--- config.mk ---
export PLATFORM = sky130hd
export DESIGN_NAME = hpc_rx_endpoint
export DESIGN_NICKNAME = d
export VERILOG_FILES = /design/src/rtl/hpc_rx_endpoint.sv
export SDC_FILE = /design/constraint.sdc
export NUM_CORES = 1
export LEC_CHECK = 0
export ABC_AREA = 0
export CAP_MARGIN = 5
export CORE_AREA = 4 4 41 43
export DETAILED_ROUTE_END_ITERATION = 16
export DIE_AREA = 0 0 45 47
export GPL_TIMING_DRIVEN = 1
export PLACE_DENSITY = 0.7
export SYNTH_ARGS = -nofsm -noshare
export SYNTH_HDL_FRONTEND = slang
export SYNTH_SLANG_ARGS = --single-unit
export TNS_END_PERCENT = 50
--- constraint.sdc ---
create_clock -name src_clkB -period 2.3 [get_ports src_clkB]
set_input_delay 0.46 -clock src_clkB [delete_from_list [all_inputs] [get_ports src_clkB]]
set_output_delay 0.46 -clock src_clkB [all_outputs]
set_load 0.01 [all_outputs]
--- src/rtl/hpc_rx_endpoint.sv ---
// Destination-side endpoint of a 4-phase req/ack pulse synchronizer: sync req, deliver one event, return ack.
// Optional sticky abort flag `err` is built only when HPC_RX_ERR_EN is defined.
module hpc_rx_endpoint #(
  parameter int SYNC_STAGES = 2,
  parameter int CNT_W       = 8
) (
  input  logic             src_clkB,
  input  logic             rstB,
  input  logic             req_in,
  input  logic             dst_ready,
  output logic             syncout,
  output logic             ack_out,
  output logic             busy,
  output logic [CNT_W-1:0] evt_cnt
`ifdef HPC_RX_ERR_EN
  ,
  output logic             err
`endif
);

  typedef enum logic [1:0] {
    IDLE    = 2'd0,
    DELIVER = 2'd1,
    ACK     = 2'd2
  } state_t;

  logic [SYNC_STAGES-1:0] sync_q;
  logic                   req_s;
  state_t                 state_q, state_d;
  logic [CNT_W-1:0]       cnt_q, cnt_d;
  logic                   syncout_q, syncout_d;
  logic                   ack_q, ack_d;
  logic                   busy_q, busy_d;
`ifdef HPC_RX_ERR_EN
  logic                   err_q, err_d;
`endif

  // req_in is asynchronous to src_clkB; only the first stage may sample it.
  always_ff @(posedge src_clkB or negedge rstB) begin
    if (!rstB) begin
      sync_q <= '0;
    end else begin
      sync_q <= {sync_q[SYNC_STAGES-2:0], req_in};
    end
  end

  assign req_s = sync_q[SYNC_STAGES-1];

  always_comb begin
    state_d = state_q;
    cnt_d   = cnt_q;
`ifdef HPC_RX_ERR_EN
    err_d   = err_q;
`endif
    case (state_q)
      IDLE: begin
        if (req_s) state_d = DELIVER;
      end
      DELIVER: begin
        // An accepted transfer takes priority over a withdrawn request.
        if (dst_ready) begin
          state_d = ACK;
          cnt_d   = cnt_q + CNT_W'(1);
        end else if (!req_s) begin
          state_d = IDLE;
`ifdef HPC_RX_ERR_EN
          err_d   = 1'b1;
`endif
        end
      end
      ACK: begin
        if (!req_s) state_d = IDLE;
      end
      default: state_d = IDLE;
    endcase
    // Outputs are decoded from the next state so they leave the flops in step with it.
    syncout_d = (state_d == DELIVER);
    ack_d     = (state_d == ACK);
    busy_d    = (state_d != IDLE);
  end

  always_ff @(posedge src_clkB or negedge rstB) begin
    if (!rstB) begin
      state_q   <= IDLE;
      cnt_q     <= '0;
      syncout_q <= 1'b0;
      ack_q     <= 1'b0;
      busy_q    <= 1'b0;
`ifdef HPC_RX_ERR_EN
      err_q     <= 1'b0;
`endif
    end else begin
      state_q   <= state_d;
      cnt_q     <= cnt_d;
      syncout_q <= syncout_d;
      ack_q     <= ack_d;
      busy_q    <= busy_d;
`ifdef HPC_RX_ERR_EN
      err_q     <= err_d;
`endif
    end
  end

  assign syncout = syncout_q;
  assign ack_out = ack_q;
  assign busy    = busy_q;
  assign evt_cnt = cnt_q;
`ifdef HPC_RX_ERR_EN
  assign err     = err_q;
`endif

endmodule
# Word level (Yosys, flattened, before mapping)
# Cells that the tools add are included.
# classes
n_addsub	1
reduce_logical	3
mux	4
n_eq_ne	4
# op_table
operator	count
$add A8 B1 Y8 const B	1
$mux W2	3
$pmux W2 S3	1
$eq A2 B1 Y1 const B	2
$eq A2 B2 Y1 const B	2
$logic_not A2 Y1	1
$reduce_and A2 Y1	1
$reduce_bool A2 Y1	1
# word_totals
input_bits	4
output_inout_bits	11
wordCells	18
reg_bits	15

# Longest topological paths before layout
# Gate-level depths: netlist (run 1).
# logic_depth
depth_word	4
depth_mapped	4
depth_no_buf	4

# Least setup slack after synthesis (run 1)
# No wires, ideal clock.
# synth_timing
path_type	register to register
startpoint	register cnt_q[0], in the netlist evt_cnt[0]
endpoint	register cnt_q[6], in the netlist evt_cnt[6]
setup_ns	0.125
path_buffers	0
period_less_slack_ns	1.146
path_stages_with_launch	5
required_time_ns	2.175
setup_slack_ns	1.154
arrival_ns	1.021
cell_sequence	dfrtp_1 > ha_1 > and3_1 > nand4_1 > xnor2_1
# synth_via
elab_chain_cells	1
# synth_rtl
element	line_no	rtl
from (decl)	30	logic [CNT_W-1:0] cnt_q, cnt_d;
from (signal assigned)	94	cnt_q <= cnt_d;
$add A8 B1 Y8	63	cnt_d = cnt_q + CNT_W'(1);
# No other way between the ends.
# A chain may end at the register's enable or synchronous reset.

# Final worst setup path (run 1)
# layout_timing
startpoint	register cnt_q[0], in the netlist evt_cnt[0]
endpoint	output port evt_cnt[0]
# layout_lines
element	line_no	rtl
to (decl)	14	output logic [CNT_W-1:0] evt_cnt
# No word-level cell between the ends.

==> results of run 1 <==
[flip-flops by register name (all words and copies together), names as in the netlist]
| register | count |
|---|---|
| state_q | 2 |
| evt_cnt | 8 |
| ack_out | 1 |
| sync_q | 2 |
| syncout | 1 |
| busy | 1 |
[cell type report]
| class | count | area [sq um] |
|---|---|---|
| well taps | 15 | 18.8 |
| multi-input cells | 29 | 215 |
| inverters | 1 | 3.75 |
| repair buffers | 14 | 140 |
| flip-flops and latches | 15 | 375 |
| clock buffers | 4 | 26.3 |
| fillers | 117 | 522 |
[synth_stat cells]
library cell	number
dfrtp_1	15
nand2_1	8
xnor2_1	5
a211oi_1	2
nand4_1	2
o21ai_0	2
xor2_1	2
and3_1	1
and3b_2	1
ha_1	1
inv_1	1
nand3_1	1
nand3b_4	1
nor3_1	1
nor4_4	1
or2_2	1
[cell families (layout without fill, tap and decap cells)]
group,after synthesis,in the layout,synth area share
DFF,15,15,0.632
xor gates and xnor gates,7,7,0.103
adders and majority gates,1,1,0.0210
and+or+nand+nor,17,17,0.196
buffers and inverters,1,19,0.00631
AOI/OAI and AO/OA,4,4,0.0421
[routing by layer]
layer	part of all wire	GRT usage
met5	0	0
met4	0.011	0.0877
met3	0.057	0.0421
met1	0.42	0.156
met2	0.51	0.195
[worst paths after layout]
path,startpoint,endpoint,depth (start not counted)
setup / recovery,evt_cnt[0]$_DFFE_PN0P_,evt_cnt[0],1
hold / removal,sync_q[0]$_DFF_PN0_,sync_q[1]$_DFF_PN0_,0
setup reg to reg,evt_cnt[0]$_DFFE_PN0P_,evt_cnt[6]$_DFFE_PN0P_,4
hold reg to reg,sync_q[0]$_DFF_PN0_,sync_q[1]$_DFF_PN0_,0
max in group asynchronous,rstB,evt_cnt[6]$_DFFE_PN0P_,1
min in group asynchronous,rstB,state_q[1]$_DFF_PN0_,1
[report_power, final]
group / internal [W] / switching, W
logic: 0.000120 / 0.0000821
clock network: 0.0000673 / 0.0000777
registers: 0.000314 / 0.0000610
total: 0.000501 / 0.000221
[per-stage QoR]
step,worst slack [ns],std cells
4_1_cts,0.519,78
3_3_place_gp,0.601,74
3_5_place_dp,0.575,74
5_1_grt,0.459,78
6_report,0.532,78
2_1_floorplan,1.15,45
==> run_results.csv, run 1 <==
group,metric,value,unit
worst_setup_path,path_buf_inv,1,
clock_tree,clk_latency,0.28,ns
clock_tree,cts_sinks,15,
yosys,synth_cell_type_count,16,
clock_tree,clk_pin_slew_worst_paths,0.08,ns
grt,track_usage,0.129,
route,drt_iter0_markers,3,
worst_setup_path,cp.arrival,1.31,ns
yosys,synth_largest_area_cell,"dfrtp_1",
power_and_ir_drop,power_density,926,nW/um^2
clock_tree,cts_made_buffers,3,
power_and_ir_drop,ir_worst_vdd,0.530,mV
worst_setup_path,crit_path_cell_trace,"clkdlybuf4s50_1",
clock_tree,cts_resized,0,
sta,period_needed,1.77,ns
sta,tightest_slew,0.636,ns
finish,final_area,779,sq um
finish,layout-drive-gt1-share,0.111,
worst_setup_path,path_class,"reg -> out",
placed_design,portBuffers,14,
yosys,synth_top_area_frac,0.632,
finish,final_cell_mix,"dfrtp_1, clkdlybuf4s50_1, nand2_1",
sta,rsz0062_at_grt,"no",
floorplan,io_pins,15,
route,viasPerCell,5.17,
yosys,synth_area,594,sq um
grt,grt_max_degree,16,
sta,clock_skew,0.00250,ns
sta,finalSetupViolCount,0,
yosys,synth_cells,45,
worst_setup_path,critPathSlowestCell,"clkdlybuf4s50_1",
grt,antenna_found_initial,0,
power_and_ir_drop,total_power,0.000722,W
yosys,yosysSeqAreaShare,0.632,
clock_tree,clockBufferDepth,2,
grt,grt_pass1_vias,415,
clock_tree,cts_root_buf,"clkbuf_4",
sta,fin_hold_ws,0.354,ns
clock_tree,htreeDepth,1,
sta,hold_violations,0,
yosys,ys_top_cells_by_area,"dfrtp_1, xnor2_1, nand2_1",
placed_design,gp_congestion,0.725,
worst_hold_path,worstHoldPathType,"reg -> reg",
clock_tree,post_cts_buffers,0,
finish,final_common_cell,"dfrtp_1",
worst_setup_path,start_kind,"flip-flop",
run_status,status,"complete, no violations",
sta,drv_slew,0,
placed_design,hpwl,773,um
placed_design,placed_area,753,sq um
yosys,ys_ff_latch,15,
worst_setup_path,critPathMaxFanout,5,
finish,num_antenna_cells,0,
yosys,avgSynthCellArea,13.2,sq um
worst_setup_path,crit_path_end_kind,"output pin",
clock_tree,cts_tree,"done",
sta,slew_headroom,0.575,
route,wire_per_inst,12.8,um
grt,grt_pass1_wl,1840,um
yosys,synth.net_count,50,
worst_setup_path,ff2ff_setup_slack,1.10,ns
floorplan,start_util,0.457,
floorplan,dieWidth,45,um
route,postRouteAntennaNets,0,
grt,grt_overflow,0,
sta,fmax,566,MHz
floorplan,rows,13,
floorplan,design.core.area,1300,sq um
power_and_ir_drop,leakage,0.367,nW
worst_setup_path,crit_required,1.84,ns
route,via_count,403,
sta,finalCritPeriodShare,0.769,
finish,fin_nets,69,
floorplan,die_y,47,um
worst_setup_path,crit_family,"buffers and inverters",
sta,fin_tns_setup,0,ns
route,drt_wl_total,1000,um
finish,final_util,0.599,
floorplan,die_area,2120,sq um
route,dr.pass1.iters,3,
worst_setup_path,cp_slowest_stage_delay,0.58,ns
clock_tree,postCtsHoldBufs,0,
finish,area_growth,31.2,%
flow_run,max_cap_violations,0,
route,drcViolationCount,0,
yosys,ys.warnings.count,0,
Note: power is estimated with default switching activity, not from simulation.
==> run 2: changes to the inputs <==
CORE_AREA = default   (was 4 4 41 43)
CORE_MARGIN = 4   (was default)
CORE_UTILIZATION = 45   (was default)
DIE_AREA = default   (was 0 0 45 47)
clock period = 1.8 ns   (was 2.3 ns; I/O delays follow)
==> run 2 against run 1 <==
  * Sequential share of layout area fell by 0.46 points
  * Final area rose by 0.96%
  * First-iteration DRC count rose by 67%
  * Clock-buffer cell count fell by 1
  * Clock power rose by 24%
  * Combinational power rose by 30%
  * Critical path depth did not move
  * Sequential cell count did not move
  * Critical endpoint is now evt_cnt[2]
  * Largest cell class unchanged
  * Highest routed layer unchanged
==> run_results.csv, run 2 (synthesized netlist as in run 1, its figures left out) <==
group,metric,value,unit
run_status,status,"complete, no violations",
worst_setup_path,ff2ff_setup_slack,0.63,ns
worst_setup_path,path_class,"reg -> out",
worst_setup_path,crit_cells,1,
sta,finalCritPeriodShare,0.909,
worst_setup_path,cp.arrival,1.28,ns
power_and_ir_drop,intPower,0.000637,W
floorplan,io_pins,15,
floorplan,rows,12,
clock_tree,clk_pin_slew_worst_paths,0.08,ns
floorplan,start_util,0.507,
worst_setup_path,crit_path_cell_trace,"clkdlybuf4s50_1",
clock_tree,clockBufferDepth,2,
finish,area_growth,32.4,%
worst_setup_path,cp_slowest_stage_delay,0.58,ns
sta,hold_violations,0,
clock_tree,postCtsHoldBufs,0,
sta,rsz0062_at_grt,"no",
route,wire_per_inst,12.1,um
finish,final_common_cell,"dfrtp_1",
flow_run,max_cap_violations,0,
worst_setup_path,r2r-start,"state_q[1]$_DFF_PN0_",
sta,tightest_slew,0.260,ns
finish,fin_nets,70,
floorplan,die_y,44.3,um
grt,grt_pass1_wl,1700,um
finish,largest_register_ffs,8,
sta,fmax,611,MHz
power_and_ir_drop,p_switching,0.000276,W
worst_setup_path,critical_path.startpoint,"evt_cnt[2]$_DFFE_PN0P_",
clock_tree,post_cts_buffers,0,
worst_setup_path,r2r_cells,3,
power_and_ir_drop,power_density,1160,nW/um^2
clock_tree,cts_tree,"done",
worst_setup_path,crit_path_end_kind,"output pin",
grt,grt_overflow,0,
power_and_ir_drop,leakage,0.374,nW
power_and_ir_drop,p_clk_frac,0.197,
finish,final_util,0.672,
worst_setup_path,r2r_end,"evt_cnt[7]$_DFFE_PN0P_",
finish,num_antenna_cells,0,
worst_setup_path,path_buf_inv,1,
sta,finalSetupViolCount,0,
grt,grt_pass1_vias,417,
sta,clock_skew,0.00182,ns
clock_tree,cts_sinks,15,
grt,grt_max_degree,16,
placed_design,portBuffers,14,
worst_hold_path,worstHoldPathType,"reg -> reg",
grt,antenna_found_initial,0,
power_and_ir_drop,ir_worst_vdd,0.643,mV
route,drt_iter0_markers,5,
power_and_ir_drop,p_sw_frac,0.302,
finish,fillerInstances,86,
clock_tree,htreeDepth,1,
worst_setup_path,start_kind,"flip-flop",
power_and_ir_drop,pwr-share-seq,0.517,
clock_tree,cts_resized,0,
worst_setup_path,crit_family,"buffers and inverters",
route,viasPerCell,5.01,
floorplan,die_area,1970,sq um
route,drcViolationCount,0,
finish,layout-drive-gt1-share,0.141,
worst_setup_path,crit_required,1.44,ns
clock_tree,cts_made_buffers,3,
sta,fin_tns_setup,0,ns
route,drt_wl_total,942,um
grt,track_usage,0.120,
floorplan,design.core.area,1170,sq um
sta,drv_slew,0,
sta,slew_headroom,0.826,
placed_design,gp_congestion,0.781,
route,dr.pass1.iters,4,
sta,period_needed,1.64,ns
placed_design,hpwl,752,um
floorplan,dieWidth,44.3,um
clock_tree,clk_latency,0.27,ns
power_and_ir_drop,p_comb_frac,0.286,
route,via_count,391,
worst_setup_path,crit_end,"evt_cnt[2]",
worst_setup_path,critPathMaxFanout,5,
finish,final_cell_mix,"dfrtp_1, clkdlybuf4s50_1, nand2_1",
worst_setup_path,critPathSlowestCell,"clkdlybuf4s50_1",
clock_tree,cts_root_buf,"clkbuf_4",
route,postRouteAntennaNets,0,
-- run 2: cell count changes in the layout (fill, tap and decap cells not counted) --
cell      delta
clkinv_2     +1
buf_4        +1
clkbuf_1     -1
-- run 2: power groups by stage --
stage | Sequential, W | Combinational, W | Clock, W
floorplan | 0.000498 | 0.0000878 | 0
global placement | 0.000477 | 0.000261 | 0
detailed placement | 0.000478 | 0.000263 | 0
CTS | 0.000471 | 0.000265 | 0.000187
global route | 0.000485 | 0.000280 | 0.000212
finish | 0.000472 | 0.000262 | 0.000180
-- run 2: metrics by stage --
step | hold slack (ns) | area, sq um | instances | power [W] | setup slack, ns
detailed placement | 0.348 | 759 | 74 | 0.000742 | 0.194
floorplan | 0.0644 | 594 | 45 | 0.000586 | 0.654
global route | 0.379 | 787 | 78 | 0.000977 | 0.106
CTS | 0.368 | 787 | 78 | 0.000924 | 0.156
finish | 0.363 | 787 | 78 | 0.000913 | 0.164
global placement | 0.339 | 759 | 74 | 0.000738 | 0.232
-- run 2: worst min path at each step --
stage / endpoint / slack (ns) / cells after the start / start
2_1_floorplan: ack_out$_DFF_PN0_ / 0.06 / 0 / rstB
3_3_place_gp: sync_q[1]$_DFF_PN0_ / 0.34 / 0 / sync_q[0]$_DFF_PN0_
3_5_place_dp: sync_q[1]$_DFF_PN0_ / 0.35 / 0 / sync_q[0]$_DFF_PN0_
4_1_cts: sync_q[1]$_DFF_PN0_ / 0.37 / 0 / sync_q[0]$_DFF_PN0_
5_1_grt: sync_q[1]$_DFF_PN0_ / 0.38 / 0 / sync_q[0]$_DFF_PN0_
6_report: sync_q[1]$_DFF_PN0_ / 0.36 / 0 / sync_q[0]$_DFF_PN0_
-- run 2: final cells by class --
cell class | instances | area, sq um | share of cell area
Clock buffer | 3 | 22.5 | 0.0286
Inverter | 1 | 3.75 | 0.00477
Multi-Input combinational cell | 29 | 215 | 0.273
Sequential cell | 15 | 375 | 0.477
Clock inverter | 1 | 5.00 | 0.00636
Timing Repair Buffer | 15 | 148 | 0.188
Tap cell | 14 | 17.5 | 0.0223
-- run 2: layer usage --
layer | GRT usage | vias to the layer above | wire (um)
met2 | 0.195 | 10 | 463
li1 | - | 192 | -
met4 | 0.0723 | 0 | 4
met1 | 0.144 | 187 | 416
met3 | 0.0244 | 2 | 58
met5 | 0 | - | 0
